**src/rtl/muldiv_pkg.sv**
```systemverilog
// Shared types and constants for the iterative multiply/divide unit.
package muldiv_pkg;

  localparam int DATA_W_DEFAULT = 32;

  typedef enum logic [2:0] {
    OP_MUL    = 3'b000,
    OP_MULH   = 3'b001,
    OP_MULHSU = 3'b010,
    OP_MULHU  = 3'b011,
    OP_DIV    = 3'b100,
    OP_DIVU   = 3'b101,
    OP_REM    = 3'b110,
    OP_REMU   = 3'b111
  } op_t;

  typedef logic [1:0] state_t;

  localparam state_t ST_IDLE = 2'd0;
  localparam state_t ST_CALC = 2'd1;
  localparam state_t ST_DONE = 2'd2;

  function automatic logic is_div_op(input op_t op);
    return op[2];
  endfunction

endpackage

```
**src/rtl/muldiv_step.sv**
```systemverilog
// One iteration of shift-add multiply or restoring divide on unsigned magnitudes.
module muldiv_step
  import muldiv_pkg::*;
#(
  parameter int DATA_W = DATA_W_DEFAULT
) (
  input  logic              is_div,
  input  logic [DATA_W-1:0] hi,
  input  logic [DATA_W-1:0] lo,
  input  logic [DATA_W-1:0] operand,
  output logic [DATA_W-1:0] hi_nxt,
  output logic [DATA_W-1:0] lo_nxt
);

  logic [DATA_W:0] sum;
  logic [DATA_W:0] shifted;
  logic [DATA_W:0] diff;

  always_comb begin
    sum     = {1'b0, hi} + (lo[0] ? {1'b0, operand} : '0);
    shifted = {hi, lo[DATA_W-1]};
    // remainder is always below the divisor, so diff's top bit is a clean borrow flag
    diff    = shifted - {1'b0, operand};
    hi_nxt  = '0;
    lo_nxt  = '0;
    if (is_div) begin
      if (!diff[DATA_W]) begin
        hi_nxt = diff[DATA_W-1:0];
        lo_nxt = {lo[DATA_W-2:0], 1'b1};
      end else begin
        hi_nxt = shifted[DATA_W-1:0];
        lo_nxt = {lo[DATA_W-2:0], 1'b0};
      end
    end else begin
      hi_nxt = sum[DATA_W:1];
      lo_nxt = {sum[0], lo[DATA_W-1:1]};
    end
  end

endmodule

```
**src/rtl/mul_div_unit.sv**
```systemverilog
// Iterative RV32M-style multiply/divide unit: one step per clock, sign fix-up on completion.
//   state   | meaning
//   IDLE    | waiting for start; operands latched on start
//   CALC    | DATA_W iterations, then one edge to register the signed result
//   DONE    | done pulse, result valid; returns to IDLE
module mul_div_unit
  import muldiv_pkg::*;
#(
  parameter int DATA_W = DATA_W_DEFAULT
) (
  input  logic              clk,
  input  logic              reset,
  input  logic              start,
  input  logic [2:0]        Funct3,
  input  logic [DATA_W-1:0] op_a,
  input  logic [DATA_W-1:0] op_b,
  input  logic              flush,
  output logic              busy,
  output logic              done,
  output logic [DATA_W-1:0] result
);

  localparam int CNT_W = $clog2(DATA_W) + 1;

  state_t            state;
  op_t               op_q;
  logic [DATA_W-1:0] opnd;
  logic [DATA_W-1:0] hi;
  logic [DATA_W-1:0] lo;
  logic              neg_res;
  logic [CNT_W-1:0]  count;

  op_t               op_in;
  logic              sa;
  logic              sb;
  logic [DATA_W-1:0] abs_a;
  logic [DATA_W-1:0] abs_b;
  logic              neg_in;
  logic              div_zero;
  logic              div_ovf;
  logic [DATA_W-1:0] special_res;

  logic [DATA_W-1:0]   hi_nxt;
  logic [DATA_W-1:0]   lo_nxt;
  logic [2*DATA_W-1:0] prod_fix;
  logic [DATA_W-1:0]   final_res;

  always_comb begin
    op_in = op_t'(Funct3);
    sa    = op_a[DATA_W-1] & (op_in == OP_MULH || op_in == OP_MULHSU ||
                              op_in == OP_DIV  || op_in == OP_REM);
    sb    = op_b[DATA_W-1] & (op_in == OP_MULH || op_in == OP_DIV || op_in == OP_REM);
    abs_a = sa ? -op_a : op_a;
    abs_b = sb ? -op_b : op_b;
    // remainder follows the dividend sign; products and quotients follow the XOR
    neg_in   = (op_in == OP_REM) ? sa : (sa ^ sb);
    div_zero = is_div_op(op_in) && (op_b == '0);
    div_ovf  = (op_in == OP_DIV || op_in == OP_REM) &&
               (op_a == {1'b1, {(DATA_W-1){1'b0}}}) && (op_b == '1);
    special_res = '0;
    if (div_zero) begin
      special_res = (op_in == OP_DIV || op_in == OP_DIVU) ? '1 : op_a;
    end else if (div_ovf) begin
      special_res = (op_in == OP_DIV) ? op_a : '0;
    end
  end

  muldiv_step #(.DATA_W(DATA_W)) u_step (
    .is_div  (is_div_op(op_q)),
    .hi      (hi),
    .lo      (lo),
    .operand (opnd),
    .hi_nxt  (hi_nxt),
    .lo_nxt  (lo_nxt)
  );

  always_comb begin
    prod_fix  = neg_res ? -{hi, lo} : {hi, lo};
    final_res = '0;
    case (op_q)
      OP_MUL:                     final_res = prod_fix[DATA_W-1:0];
      OP_MULH, OP_MULHSU, OP_MULHU: final_res = prod_fix[2*DATA_W-1:DATA_W];
      OP_DIV, OP_DIVU:            final_res = neg_res ? -lo : lo;
      OP_REM, OP_REMU:            final_res = neg_res ? -hi : hi;
      default:                    final_res = '0;
    endcase
  end

  always_ff @(posedge clk or posedge reset) begin
    if (reset) begin
      state   <= ST_IDLE;
      op_q    <= OP_MUL;
      opnd    <= '0;
      hi      <= '0;
      lo      <= '0;
      neg_res <= 1'b0;
      count   <= '0;
      result  <= '0;
    end else begin
      case (state)
        ST_IDLE: begin
          if (start && !flush) begin
            op_q    <= op_in;
            neg_res <= neg_in;
            count   <= '0;
            hi      <= '0;
            if (is_div_op(op_in)) begin
              lo   <= abs_a;
              opnd <= abs_b;
            end else begin
              lo   <= abs_b;
              opnd <= abs_a;
            end
            if (div_zero || div_ovf) begin
              result <= special_res;
              state  <= ST_DONE;
            end else begin
              state <= ST_CALC;
            end
          end
        end
        ST_CALC: begin
          if (flush) begin
            state <= ST_IDLE;
          end else if (count == CNT_W'(DATA_W)) begin
            result <= final_res;
            state  <= ST_DONE;
          end else begin
            hi    <= hi_nxt;
            lo    <= lo_nxt;
            count <= count + CNT_W'(1);
          end
        end
        ST_DONE: state <= ST_IDLE;
        default: state <= ST_IDLE;
      endcase
    end
  end

  assign busy = (state != ST_IDLE);
  assign done = (state == ST_DONE);

endmodule

```
**config.mk**
```make
export PLATFORM = sky130hd
export DESIGN_NAME = mul_div_unit
export DESIGN_NICKNAME = d
export VERILOG_FILES = /design/src/rtl/muldiv_pkg.sv /design/src/rtl/muldiv_step.sv /design/src/rtl/mul_div_unit.sv
export SDC_FILE = /design/constraint.sdc
export NUM_CORES = 1
export LEC_CHECK = 0
export ABC_CLOCK_PERIOD_IN_PS = 4000
export CORE_UTILIZATION = 56
export CTS_CLUSTER_DIAMETER = 50
export DETAILED_ROUTE_END_ITERATION = 10
export GPL_TIMING_DRIVEN = 0
export MAX_ROUTING_LAYER = met4
export PLACE_DENSITY = 0.79
export SLEW_MARGIN = 20
export SYNTH_ARGS = -nofsm -noshare
export SYNTH_HDL_FRONTEND = slang
export SYNTH_HIERARCHICAL = 1
export SYNTH_SLANG_ARGS = --single-unit
```
**constraint.sdc**
```tcl
create_clock -name clk -period 4 [get_ports clk]
set_clock_uncertainty 0.1 [all_clocks]
set_input_delay 0.4 -clock clk [delete_from_list [all_inputs] [get_ports clk]]
set_output_delay 0.4 -clock clk [all_outputs]
set_load 0.005 [all_outputs]
```
**Yosys cells after proc, flatten, opt, wreduce, memory -nomap -nowiden**

Index checks and enable logic that the tools add are counted.

- $add $sub $neg: 8
- Multipliers: 0
- Div/mod/pow operators: 0
- $lt $le $gt $ge: 0
- Equality and inequality tests: 23
- Shift operators: 0
- Mux-type cells: 40
- Bitwise operators: 3
- Reductions and logical operators: 25

Operator list:

| kind | count |
|---|---|
| two-way mux 32 bit | 24 |
| one-hot mux 32 bit (2 select lines) | 3 |
| negator 32 bit | 4 |
| one-hot mux 32 bit (4 select lines) | 1 |
| == test 32 bit, second input constant | 2 |
| two-way mux 64 bit | 1 |
| negator 64 bit | 1 |
| adder 32 x 33 -> 33 bit | 1 |
| subtractor 33 x 32 -> 33 bit | 1 |
| logical NOT 32 bit | 1 |
| == test 3 bit, second input constant | 7 |
| two-way mux 6 bit | 3 |
| one-hot mux 6 bit (2 select lines) | 1 |
| != test 2 bit, second input constant | 5 |
| == test 3 x 2 -> 1 bit, second input constant | 3 |
| logical OR 1 bit | 8 |
| two-way mux 2 bit | 4 |
| adder 6 x 1 -> 6 bit, second input constant | 1 |
| == test 3 x 1 -> 1 bit, second input constant | 2 |
| == test 6 bit, second input constant | 1 |
| AND reduction 5 bit | 1 |
| logical AND 1 bit | 4 |
| one-hot mux 2 bit (2 select lines) | 1 |
| AND reduction 2 bit | 2 |
| other kinds (13) | 17 |

- Flip-flop bits (word level): 140
- Bits in latches: 0
- Bits in writable memories: 0
- ROM bits: 0
- Input bits: 71
- Output and inout bits: 34
- Logic and storage cells: 107
- Memories: 0

**Logic depth before layout (Yosys ltp)**

- Depth after elaboration: 9
- Gate-level depth with buffers: 15
- Gate-level depth less buffers: 14

**Hierarchy**

Netlist, hierarchy kept.

Modules (own cells, without submodules):

| module | times used | cells each | area an instance (sq um) | sequential area each (sq um) |
|---|---|---|---|---|
| mul_div_unit | 1 | 1,350 | 10,924.2 | 3,503.4 |
| muldiv_step | 1 | 694 | 4,767.1 | 0.0 |

**Worst setup path after synthesis**

Ideal clock, no wire load.

- Path type: reg-to-reg
- Start: reg lo[0]
- End: reg hi[31]
- Setup time: 0.121 ns
- Arrival time: 3.261 ns
- Required time: 3.779 ns
- Setup slack: 0.518 ns
- Stages on the path, launching flop included: 15
- Buffers on the path: 1
- Cells stage by stage: dfrtp_1 > clkbuf_1 > and2_1 > ha_1 > fa_1 > a211oi_1 > o21ai_0 > o21ai_0 > a2111oi_0 > a211oi_1 > nor3b_2 > o21bai_1 > a211oi_1 > nor3_1 > a22o_1

- Word-level cells in the longest chain between the ends: 6

RTL lines:

| what | RTL line | source |
|---|---|---|
| start: declaration | mul_div_unit.sv:29 | `logic [DATA_W-1:0] lo;` |
| start signal: assignment | mul_div_unit.sv:108 | `lo <= abs_a;` |
| start signal: assignment | mul_div_unit.sv:111 | `lo <= abs_b;` |
| start signal: assignment | mul_div_unit.sv:130 | `lo <= lo_nxt;` |
| two-way mux 32 bit | muldiv_step.sv:20 | `sum = {1'b0, hi} + (lo[0] ? {1'b0, operand} : '0);` |
| adder 32 x 33 -> 33 bit | muldiv_step.sv:20 |  |
| two-way mux 32 bit | muldiv_step.sv:26 | `if (is_div) begin` |
| net hi_nxt[31] | mul_div_unit.sv:43 | `logic [DATA_W-1:0] hi_nxt;` |
| two-way mux 32 bit | mul_div_unit.sv:125 | `end else if (count == CNT_W'(DATA_W)) begin` |
| two-way mux 32 bit | mul_div_unit.sv:123 | `if (flush) begin` |
| one-hot mux 32 bit (2 select lines) | mul_div_unit.sv:100 | `case (state)` |
| end signal: assignment | mul_div_unit.sv:129 | `hi <= hi_nxt;` |
| end: declaration | mul_div_unit.sv:28 | `logic [DATA_W-1:0] hi;` |

The timed path passes the listed nets, and every way through them passes these cells. The select of a mux whose other input is x is not followed.
A chain may end at the register's enable or synchronous reset.

**Final worst setup path**

Ends and elaborated chain as after synthesis.

==> impl_metrics.csv <==
group,metric,value,unit
status,status,"complete, but fails checks",
status,violations,"negative setup slack",
setup_path,cp-start-kind,"register",
route,wire_per_inst,26.98,microns
sta,final-setup-viol-count,1,
logic_synthesis,syn_area_per_cell,7.677,sq um
floorplanning,die_y,169.4,microns
grt,grt_pass1_wl,102700,microns
setup_path,critPathCaptureType,"register",
cells_and_area,drive_above_1_share,8.093,%
clock_tree,clk_transition_reported_paths,0.08,ns
clock_tree,insertion_delay,0.44,ns
cells_and_area,mostFrequentLayoutCell,"nand2_1",
route,vias_per_cell,7.188,
placed_design,gp_congestion,1.123,
cells_and_area,layout_common_cells,"nand2_1 (186), a21oi_1 (184), nor2_1 (163)",
sta,period_minus_slack,4.036,ns
logic_synthesis,yosysSeqAreaShare,22.33,%
logic_synthesis,synth-main-ff-cell,"dfrtp_1",
route,postRouteAntennaNets,0,
cells_and_area,nFillCells,2310,
floorplanning,dieArea,28690,sq um
grt,grt_max_degree,36,
job,maxCapViolCount,0,
logic_synthesis,yosysWarnings,6,
clock_tree,cts_buffers,17,
logic_synthesis,synth-compound-area-share,29.19,%
route,drcViolationCount,0,
sta,fin_crit_sh,100.9,%
grt,grt_use_met2,71.77,%
floorplanning,row_count,60,
grt,use_met1,59.89,%
grt,grt_pass1_vias,16900,
grt,overflow,0,
grt,grt_antenna_before_repair,5,
cells_and_area,nets,2318,
sta,fin_ws,-0.03622,ns
floorplanning,die_w,169.4,microns
logic_synthesis,synth.distinct_cells,91,
sta,max_freq,247.8,MHz
floorplanning,initial_core_util,57.58,%
pwr,power.density,851.4,nW/um^2
route,firstDrtPassIters,11,
pwr,p_leak,7.164,nW
floorplanning,io_pins,105,
sta,hold_violations,0,
clock_tree,htreeDepth,4,
route,via_count,18430,
route,drtIter0Drc,2608,
logic_synthesis,synth_top_family_by_area,"compound AO/OA/AOI/OAI gates",
setup_path,cp.required,4.22,ns
logic_synthesis,synth_nets,2188,
min_path,hold_path_class,"in2async",
grt,grt_busiest_layer,"met2",
placed_design,hpwl,54290,microns
logic_synthesis,syn-cell-area,15690,sq um
sta,final_max_slew_viol_count,0,
floorplanning,coreArea,27250,sq um
clock_tree,cts_num_sinks,140,
pwr,irDropWorstVdd,0.4350,mV
logic_synthesis,synthAdderAreaFrac,5.917,%
logic_synthesis,synth-seq-cells,140,
logic_synthesis,synth-simple-area-share,22.34,%
logic_synthesis,synthArstFlopShare,100.0,%
setup_path,cp.arrival,4.25,ns
pwr,power.total,15.31,mW
setup_path,path_class,"reg2reg",
grt,grt_use_total,49.37,%
placed_design,placed_cells,2521,
logic_synthesis,synth.area.mux_share,6.148,%
cells_and_area,stdcell_count,2564,
clock_tree,cts-root-buf,"clkbuf_16",
placed_design,numPortBuffers,101,
route,wirelength,69180,microns
grt,grtUsageMet3,12.90,%
clock_tree,clockBufferDepth,2,
clock_tree,cts_tree,"built",
cells_and_area,syn_to_final_growth,14.60,%
sta,max-slew-margin-rel,19.57,%
sta,tightest_slew,1.204,ns
logic_synthesis,synth_edf_count,0,
logic_synthesis,netlist_instances,2044,
logic_synthesis,synthXorXnorAreaFrac,8.923,%
setup_path,crit_fanout,10,
## final cells by class
class | instances | area, sq um | area share [%]
multi-input cells | 1702 | 11430 | 63.56
flip-flops and latches | 140 | 3510 | 19.52
repair buffers | 111 | 1136 | 6.318
plain buffers | 131 | 544.3 | 3.027
well taps | 372 | 465.4 | 2.588
clock buffers | 17 | 425.4 | 2.366
inverters | 71 | 270.3 | 1.503
clock inverters | 15 | 188.9 | 1.051
diodes | 5 | 12.51 | 0.06958
## synth_stat cells, types with 7 or more instances
cell       instances  area [sq um]
a2bb2oi_1          8         70.07
a41oi_1            7         61.31
or4_4              7         78.83
mux2_2            47         529.3
o31ai_1           28         210.2
or2_2             11         68.82
xor2_1            69         604.3
mux2i_1           42         420.4
o21ai_0          151         755.7
o21a_1            21         157.7
a31oi_1           38         237.7
a211oi_1          29         217.7
dfrtp_1          140          3503
o22a_1             7         61.31
and4_1            10         87.58
and3_1            27         168.9
a22o_1            30         262.8
nor4_1            28         175.2
ha_1              71         888.4
nor2_1           163         611.8
inv_1             70         262.8
nand2b_1          21         131.4
or4_1             11         82.58
buf_1             10         37.54
o21bai_1          12         90.09
nor2b_1           12         75.07
xnor2_1           89         779.5
nand3_1           39         195.2
o221ai_1          12         105.1
nand4_1           37         231.5
and2_1            37         231.5
o41ai_1           17         148.9
nor3_1            44         220.2
nand2_1          186         698.2
or3_1             22         137.6
o22ai_1           15         93.84
clkbuf_1         101         379.1
a21o_1            19         142.6
buf_2             15         75.07
o211ai_1          35         262.8
a21oi_1          184         920.9
## routing by layer
| layer | vias to the layer above | share of wire, % | routed length [microns] |
|---|---|---|---|
| met3 | 379 | 14 | 9450 |
| met5 | - | 0 | 0 |
| met2 | 1529 | 42 | 28960 |
| met1 | 8638 | 36 | 25160 |
| li1 | 7885 | - | - |
| met4 | 0 | 8.1 | 5606 |
## repair_timing
action	4_1_cts	5_1_grt
gates resized for setup	5	11
setup buffers	3	3
endpoints found under the hold margin	0	0
setup endpoints to repair	33	28
hold buffers	0	0
pin swaps	2	2
## cell families after synthesis
| kind of cell | count (synthesis) |
|---|---|
| adders and majority gates | 73 |
| muxes | 90 |
| AOI/OAI and AO/OA | 698 |
| buffers and inverters | 202 |
| DFF | 140 |
| xor gates and xnor gates | 159 |
| and+or+nand+nor | 682 |
## metrics by stage
step	hold slack [ns]	TNS [ns]	cell area [sq um]	setup slack (ns)	util, %
floorplan	0.3531	0	15700	0.5180	-
global placement	0.3656	-5.137	17170	-0.2846	63.01
detailed placement	0.3732	-7.548	17260	-0.3447	63.32
CTS	0.2281	0	17910	0.01561	65.74
global route	0.2553	-0.1410	17980	-0.1402	65.99
finish	0.2132	-0.03622	17980	-0.03622	65.99
## worst max-delay path, cell delays in order (launching register included)
cell	delay, ns
dfrtp_2	0.50
clkbuf_2	0.23
and2_1	0.19
ha_1	0.23
fa_1	0.45
a211oi_2	0.33
o21ai_0	0.17
o21ai_2	0.18
a2111oi_0	0.17
a211oi_1	0.41
nor3b_2	0.29
o21bai_1	0.12
a211oi_1	0.24
nor3_1	0.09
a22o_1	0.21
## where the power goes
group	switching (mW)	total [mW]	internal, mW
Sequential	1.26	3.14	1.89
Combinational	6.62	10.5	3.89
Clock	0.802	1.66	0.854
## flip-flops by register name (all words and copies together) (netlist names)
| signal | flops |
|---|---|
| count | 6 |
| hi | 32 |
| lo | 32 |
| neg_res | 1 |
| op_q | 3 |
| opnd | 32 |
| result | 32 |
| state | 2 |
## path summary, 6_finish.rpt
path	startpoint	depth (start not counted)	slack (ns)	endpoint
hold / removal	reset	2	0.21	opnd[14]$_DFFE_PP0P_
setup / recovery	lo[0]$_DFFE_PP0P_	14	-0.04	hi[31]$_DFFE_PP0P_
min in group clk	Funct3[0]	3	0.28	op_q[0]$_DFFE_PP0P_
hold reg to reg	result[3]$_DFFE_PP0P_	1	0.39	result[3]$_DFFE_PP0P_
max in group asynchronous	reset	5	2.54	result[22]$_DFFE_PP0P_
setup reg to reg	lo[0]$_DFFE_PP0P_	14	-0.04	hi[31]$_DFFE_PP0P_
No activity file was read; power rests on OpenSTA's default activity.
